### src/rtl/traffic_light_pkg.sv
// Shared types and display helpers for the multi-phase traffic light controller.
// Optional night-flash mode is enabled with `define TL_NIGHT_FLASH_EN.
package traffic_light_pkg;

`ifdef TL_NIGHT_FLASH_EN
    typedef enum logic [1:0] {S_GREEN, S_YELLOW, S_ALLRED, S_FLASH} tl_state_e;
`else
    typedef enum logic [1:0] {S_GREEN, S_YELLOW, S_ALLRED} tl_state_e;
`endif

    localparam logic [6:0] SEG_BLANK = 7'h7F;

    typedef struct packed {
        logic [3:0] tens;
        logic [3:0] ones;
    } bcd_t;

    // Active-low segments ordered {g,f,e,d,c,b,a}; non-decimal codes go blank.
    function automatic logic [6:0] seg7_dec(input logic [3:0] v);
        logic [6:0] s;
        case (v)
            4'd0:    s = 7'h40;
            4'd1:    s = 7'h79;
            4'd2:    s = 7'h24;
            4'd3:    s = 7'h30;
            4'd4:    s = 7'h19;
            4'd5:    s = 7'h12;
            4'd6:    s = 7'h02;
            4'd7:    s = 7'h78;
            4'd8:    s = 7'h00;
            4'd9:    s = 7'h10;
            default: s = SEG_BLANK;
        endcase
        return s;
    endfunction

    function automatic bcd_t bin2bcd(input logic [6:0] v);
        bcd_t r;
        r.tens = 4'(v / 7'd10);
        r.ones = 4'(v % 7'd10);
        return r;
    endfunction

endpackage

### src/rtl/tl_tick_gen.sv
// One-second strobe: a single-cycle pulse every CLK_HZ clocks, first pulse
// CLK_HZ cycles after reset release.
module tl_tick_gen #(
    parameter int CLK_HZ = 20000000
) (
    input  logic clk20M,
    input  logic Reset_n,
    output logic tick
);

    localparam int             W    = (CLK_HZ > 1) ? $clog2(CLK_HZ) : 1;
    localparam logic [W-1:0]   LAST = W'(CLK_HZ - 1);

    logic [W-1:0] count;

    always_ff @(posedge clk20M) begin
        // NOTE: registers use non-blocking assignments so every flop samples pre-edge values.
        if (!Reset_n) begin
            count <= '0;
        end else if (count == LAST) begin
            count <= '0;
        end else begin
            count <= count + 1'b1;
        end
    end

    assign tick = (count == LAST);

endmodule

### src/rtl/traffic_light_multi.sv
// Round-robin GREEN/YELLOW/ALL-RED controller for NUM_PHASES approaches with
// pedestrian shortening and 7-segment countdown. Night flash: TL_NIGHT_FLASH_EN.
module traffic_light_multi
    import traffic_light_pkg::*;
#(
    parameter int CLK_HZ        = 20000000,
    parameter int NUM_PHASES    = 2,
    parameter int GREEN_SEC     = 25,
    parameter int YELLOW_SEC    = 3,
    parameter int ALLRED_SEC    = 2,
    parameter int PED_GREEN_SEC = 5
) (
    input  logic                  clk20M,
    input  logic                  Reset_n,
    input  logic                  ped_req,
`ifdef TL_NIGHT_FLASH_EN
    input  logic                  night,
`endif
    output logic [NUM_PHASES-1:0] LR,
    output logic [NUM_PHASES-1:0] LY,
    output logic [NUM_PHASES-1:0] LG,
    output logic [6:0]            HEX0,
    output logic [6:0]            HEX1,
    output logic [6:0]            HEX2,
    output logic [6:0]            HEX3,
    output logic                  ped_pending
);

    localparam int              PW       = (NUM_PHASES > 1) ? $clog2(NUM_PHASES) : 1;
    localparam logic [PW-1:0]   PH_LAST  = PW'(NUM_PHASES - 1);
    localparam logic [6:0]      GREEN_L  = 7'(GREEN_SEC);
    localparam logic [6:0]      YELLOW_L = 7'(YELLOW_SEC);
    localparam logic [6:0]      ALLRED_L = 7'(ALLRED_SEC);
    localparam logic [6:0]      PED_L    = 7'(PED_GREEN_SEC);

    logic                  tick;
    tl_state_e             state, state_n;
    logic [PW-1:0]         ph, ph_n;
    logic [6:0]            cnt, cnt_n;
    logic                  pend_n;
    logic [NUM_PHASES-1:0] sel, lr_n, ly_n, lg_n;
`ifdef TL_NIGHT_FLASH_EN
    logic                  flash_ly, flash_ly_n;
`endif

    tl_tick_gen #(.CLK_HZ(CLK_HZ)) u_tick (
        .clk20M  (clk20M),
        .Reset_n (Reset_n),
        .tick    (tick)
    );

    always_comb begin
        // NOTE: every combinational output gets a default first, so no path leaves a latch.
        state_n = state;
        ph_n    = ph;
        cnt_n   = cnt;
        pend_n  = ped_pending | ped_req;
`ifdef TL_NIGHT_FLASH_EN
        flash_ly_n = flash_ly;
`endif
        case (state)
            S_GREEN: begin
                // Pedestrian shortening wins over a same-cycle tick decrement.
                if ((ped_pending || ped_req) && cnt > PED_L) begin
                    cnt_n = PED_L;
                end else if (tick) begin
                    if (cnt > 7'd1) begin
                        cnt_n = cnt - 7'd1;
                    end else begin
                        state_n = S_YELLOW;
                        cnt_n   = YELLOW_L;
                        pend_n  = 1'b0;
                    end
                end
            end
            S_YELLOW: begin
                if (tick) begin
                    if (cnt > 7'd1) begin
                        cnt_n = cnt - 7'd1;
                    end else begin
                        state_n = S_ALLRED;
                        cnt_n   = ALLRED_L;
                    end
                end
            end
            S_ALLRED: begin
                if (tick) begin
                    if (cnt > 7'd1) begin
                        cnt_n = cnt - 7'd1;
                    end else begin
                        state_n = S_GREEN;
                        cnt_n   = GREEN_L;
                        ph_n    = (ph == PH_LAST) ? '0 : ph + 1'b1;
                    end
                end
            end
`ifdef TL_NIGHT_FLASH_EN
            S_FLASH: begin
                pend_n = ped_pending;
                if (tick) begin
                    state_n = S_ALLRED;
                    cnt_n   = ALLRED_L;
                    ph_n    = PH_LAST;
                end
            end
`endif
            default: ;
        endcase
`ifdef TL_NIGHT_FLASH_EN
        // Night on a tick overrides whatever the sequencer decided above.
        if (tick && night) begin
            state_n    = S_FLASH;
            cnt_n      = cnt;
            ph_n       = ph;
            pend_n     = (state == S_FLASH) ? ped_pending : (ped_pending | ped_req);
            flash_ly_n = (state == S_FLASH) ? ~flash_ly : 1'b1;
        end
`endif
    end

    // Lamp pattern for the next state, so the lamp flops track the state flops.
    always_comb begin
        sel  = {{(NUM_PHASES-1){1'b0}}, 1'b1} << ph_n;
        lr_n = '1;
        ly_n = '0;
        lg_n = '0;
        case (state_n)
            S_GREEN: begin
                lg_n = sel;
                lr_n = ~sel;
            end
            S_YELLOW: begin
                ly_n = sel;
                lr_n = ~sel;
            end
`ifdef TL_NIGHT_FLASH_EN
            S_FLASH: begin
                lr_n = '0;
                ly_n = {NUM_PHASES{flash_ly_n}};
            end
`endif
            default: ;
        endcase
    end

    always_ff @(posedge clk20M) begin
        if (!Reset_n) begin
            state       <= S_ALLRED;
            cnt         <= ALLRED_L;
            ph          <= PH_LAST;
            ped_pending <= 1'b0;
            LR          <= '1;
            LY          <= '0;
            LG          <= '0;
`ifdef TL_NIGHT_FLASH_EN
            flash_ly    <= 1'b0;
`endif
        end else begin
            state       <= state_n;
            cnt         <= cnt_n;
            ph          <= ph_n;
            ped_pending <= pend_n;
            LR          <= lr_n;
            LY          <= ly_n;
            LG          <= lg_n;
`ifdef TL_NIGHT_FLASH_EN
            flash_ly    <= flash_ly_n;
`endif
        end
    end

    bcd_t       bcd;
    logic [3:0] ph_digit;

    assign bcd      = bin2bcd(cnt);
    assign ph_digit = 4'(ph) + 4'd1;

    always_comb begin
        HEX0 = seg7_dec(bcd.ones);
        HEX1 = (bcd.tens == 4'd0) ? SEG_BLANK : seg7_dec(bcd.tens);
        HEX2 = seg7_dec(ph_digit);
        HEX3 = SEG_BLANK;
`ifdef TL_NIGHT_FLASH_EN
        if (state == S_FLASH) begin
            HEX0 = SEG_BLANK;
            HEX1 = SEG_BLANK;
            HEX2 = SEG_BLANK;
        end
`endif
    end

endmodule

### config.mk
export PLATFORM = sky130hd
export DESIGN_NAME = traffic_light_multi
export DESIGN_NICKNAME = d
export VERILOG_FILES = /design/src/rtl/traffic_light_pkg.sv /design/src/rtl/tl_tick_gen.sv /design/src/rtl/traffic_light_multi.sv
export SDC_FILE = /design/constraint.sdc
export NUM_CORES = 1
export LEC_CHECK = 0
export ABC_AREA = 1
export CAP_MARGIN = 20
export CORE_UTILIZATION = 59
export CTS_BUF_LIST = sky130_fd_sc_hd__clkbuf_8
export DETAILED_ROUTE_END_ITERATION = 8
export PLACE_DENSITY = 0.89
export SYNTH_ARGS = -nofsm -noshare
export SYNTH_HDL_FRONTEND = slang
export SYNTH_HIERARCHICAL = 1
export SYNTH_SLANG_ARGS = --single-unit
### constraint.sdc
create_clock -name clk20M -period 4.6 [get_ports clk20M]
set_input_delay 1.15 -clock clk20M [delete_from_list [all_inputs] [get_ports clk20M]]
set_output_delay 1.15 -clock clk20M [all_outputs]
set_load 0.005 [all_outputs]
==> results.json <==
{
  "p_leak_nw": 1.749,
  "yosysUniqueCellTypes": 45,
  "fin_tns_setup_ns": -0.01537,
  "dieHeight_um": 76.44,
  "initial_core_util_pct": 62.42,
  "cts_root_buf": "clkbuf_8",
  "drt_pass1_iterations": 4,
  "rrSetupSlack_ns": 2.00,
  "hp-start": "u_tick/count[0]$_SDFF_PP0_",
  "portBuffers": 28,
  "cts_buffer_depth": 2,
  "antenna_left": 0,
  "cts_buffers": 5,
  "yosys_register_bits": 42,
  "fp-row-count": 26,
  "maxSlewViolCount": 0,
  "cp.arrival_ns": 3.47,
  "finalCritPeriodShare_pct": 100.3,
  "use_met1_pct": 30.71,
  "cts.sinks": 42,
  "path_max_fanout": 5,
  "cts.clk_slew.worst_paths_ns": 0.08,
  "hold_viol": 0,
  "place.gp.congestion": 0.8955,
  "io_pins": 38,
  "fin_ws_ns": -0.01537,
  "reg2regPathDepth": 11,
  "ff_latch_area_um2": 843.3,
  "first_global_vias": 3086,
  "synth_warnings": 6,
  "required_ns": 3.45,
  "grt_setup_unrepaired": "true",
  "startpoint": "cnt[5]$_SDFFE_PN0P_",
  "die_x_um": 76.44,
  "hold_buffers": 0,
  "grt.total_usage_pct": 26.47,
  "die-area_mm2": 0.005843,
  "dp_hpwl_mm": 5.484,
  "crit_path_end_kind": "primary output",
  "drive_gt1_share_pct": 25.41,
  "pre_cts_slack_ns": -0.07729,
  "finClkSkew_ns": 0.005656,
  "path_class": "register to primary output",
  "hold_path_end": "u_tick/count[0]$_SDFF_PP0_",
  "grt_max_degree": 24,
  "ys_seq_area_share_pct": 25.72,
  "num_vias": 3287,
  "violations": "setup timing",
  "viasPerCell": 5.362,
  "synthCells": 484,
  "drc": 0,
  "hp-class": "register to register",
  "multi_input_area_mm2": 0.002311,
  "syn_avg_cell_area_um2": 6.755,
  "fillers": 338,
  "fin_nets": 568,
  "post_synth_instance_area_mm2": 0.003269,
  "wl_per_cell_um": 14.00,
  "layout_common_cells": "nand2_1 (96), nor2_1 (76), inv_1 (47), dfxtp_1 (40), buf_4 (27)",
  "r2r_start": "cnt[1]$_SDFFE_PN1P_",
  "use_met2_pct": 48.20,
  "areaGrowthSynthToFinish_pct": 25.41,
  "wirelength_mm": 8.582,
  "htree_num_levels": 2,
  "grt_first_pass_wirelength_mm": 12.88,
  "worstSkewPairLatency_ns": 0.30,
  "worst_setup_path_start_kind": "register",
  "drt-initial-drc-count": 156,
  "p_total_w": 0.0006786,
  "met3_usage_pct": 4.192,
  "status": "finished, violations left",
  "min_path_cells": 1,
  "layout_commonest_cell": "nand2_1",
  "fmax_mhz": 216.7,
  "ir_drop_uv": 234.0,
  "top_usage_layer": "met2",
  "layout_min_cycle_time_ns": 4.615,
  "grt-ovfl-total": 0,
  "setup_viol_count_final": 1,
  "antenna_cells": 0,
  "cts_tree": "yes",
  "maxCapViolCount": 0,
  "core_mm2": 0.005238,
  "p_per_area_mw_per_mm2": 165.5,
  "antenna_found_initial": 0,
  "r2r_end": "cnt[4]$_SDFFE_PN0P_"
}
==> Yosys cell counts (all sizes together) <==
library cell / n / area (µm²)
a21boi: 1 / 7.510
a21oi: 17 / 100.1
a221oi: 1 / 8.760
a311oi: 1 / 8.760
a31oi: 3 / 25.02
buf: 16 / 125.1
clkbuf: 1 / 3.750
clkinv: 1 / 3.750
conb: 2 / 7.510
dfxtp: 42 / 840.8
ha: 23 / 287.8
inv: 60 / 225.2
mux2i: 1 / 10.01
nand2: 128 / 573.1
nand3: 41 / 250.2
nand3b: 2 / 15.01
nand4: 8 / 56.30
nor2: 86 / 367.8
nor4: 1 / 6.260
o2111ai: 1 / 8.760
o211ai: 7 / 52.55
o21ai: 22 / 125.1
o21bai: 1 / 7.510
o311ai: 1 / 8.760
o32ai: 1 / 8.760
or2: 2 / 12.52
xnor2: 5 / 43.79
xor2: 9 / 78.83
==> power by group <==
part / leakage [nW] / switching, W / internal, W
registers: 0.340 / 0.00000254 / 0.000366
logic: 1.35 / 0.0000108 / 0.00000606
clock network: 0.0556 / 0.000133 / 0.000160
==> timing repair <==
action                                  4_1_cts  5_1_grt
buffers inserted                             10       13
gates resized for setup                      28       69
endpoints found under the setup margin       14       14
pin swaps                                    11       24
==> per-stage QoR <==
step                instance area [µm²]  cells  utilization [%]  hold slack (ns)
floorplan                          3296    491                -           0.4296
global placement                   3610    582            68.92           0.4386
detailed placement                 3610    582            68.92           0.4576
CTS                                3856    600            73.63           0.4764
global route                       4100    613            78.28           0.5113
finish                             4100    613            78.28           0.4761
==> cell type report <==
cell class	instances	area share, %
tap	70	2.136
sequential	42	20.57
clock buffer	5	1.678
multi-input combinational	371	56.36
clock inverter	3	1.007
timing repair buffer	61	12.48
inverter	61	5.767
==> cells by family after synthesis <==
group,synth area share (%)
AND/OR/NAND/NOR,39.19
buffers and inverters,10.94
AO/OA/AOI/OAI,11.06
flip-flops,25.72
adder cells (fa/ha/maj),8.802
XOR/XNOR,3.751
other,0.2297
multiplexers,0.3062
==> worst max path at each step <==
stage	cells after the start	endpoint	slack, ns
final	23	HEX1[5]	-0.02
after global routing	25	HEX1[5]	-0.19
after CTS	30	HEX0[0]	-0.04
after detailed placement	22	HEX1[1]	-0.08
after global placement	21	HEX1[2]	0.08
after floorplan	19	HEX1[1]	0.37
==> sequential cells by signal, indices dropped and copies added (netlist names) <==
register	cells
LR	2
LG	2
u_tick/count	25
LY	2
ph	1
ped_pending	1
state	2
cnt	7
==> metal layers <==
metal  vias to the layer above  share of wire (%)
met5                         -                  0
met4                         0                4.8
met3                        42                3.6
met2                        96                 49
met1                      1512                 42
li1                       1637                  -
==> worst max-delay path, stage by stage, from the launching register on <==
cell           delay (ns)
dfxtp_2              0.36
inv_4                0.06
ha_4                 0.16
ha_4                 0.23
o21ai_4              0.27
nand3_1              0.16
nand2_2              0.12
inv_2                0.05
nand2_4              0.08
nand3_2              0.11
nand2_2              0.11
inv_2                0.05
ha_4                 0.16
inv_4                0.06
nand3_4              0.09
nand3_4              0.12
inv_4                0.05
buf_4                0.13
ha_1                 0.18
nand2_2              0.07
nor2_2               0.06
nor2_4               0.15
nand2_1              0.06
dlygate4sd2_1        0.26
(Power assumes the default switching activity.)
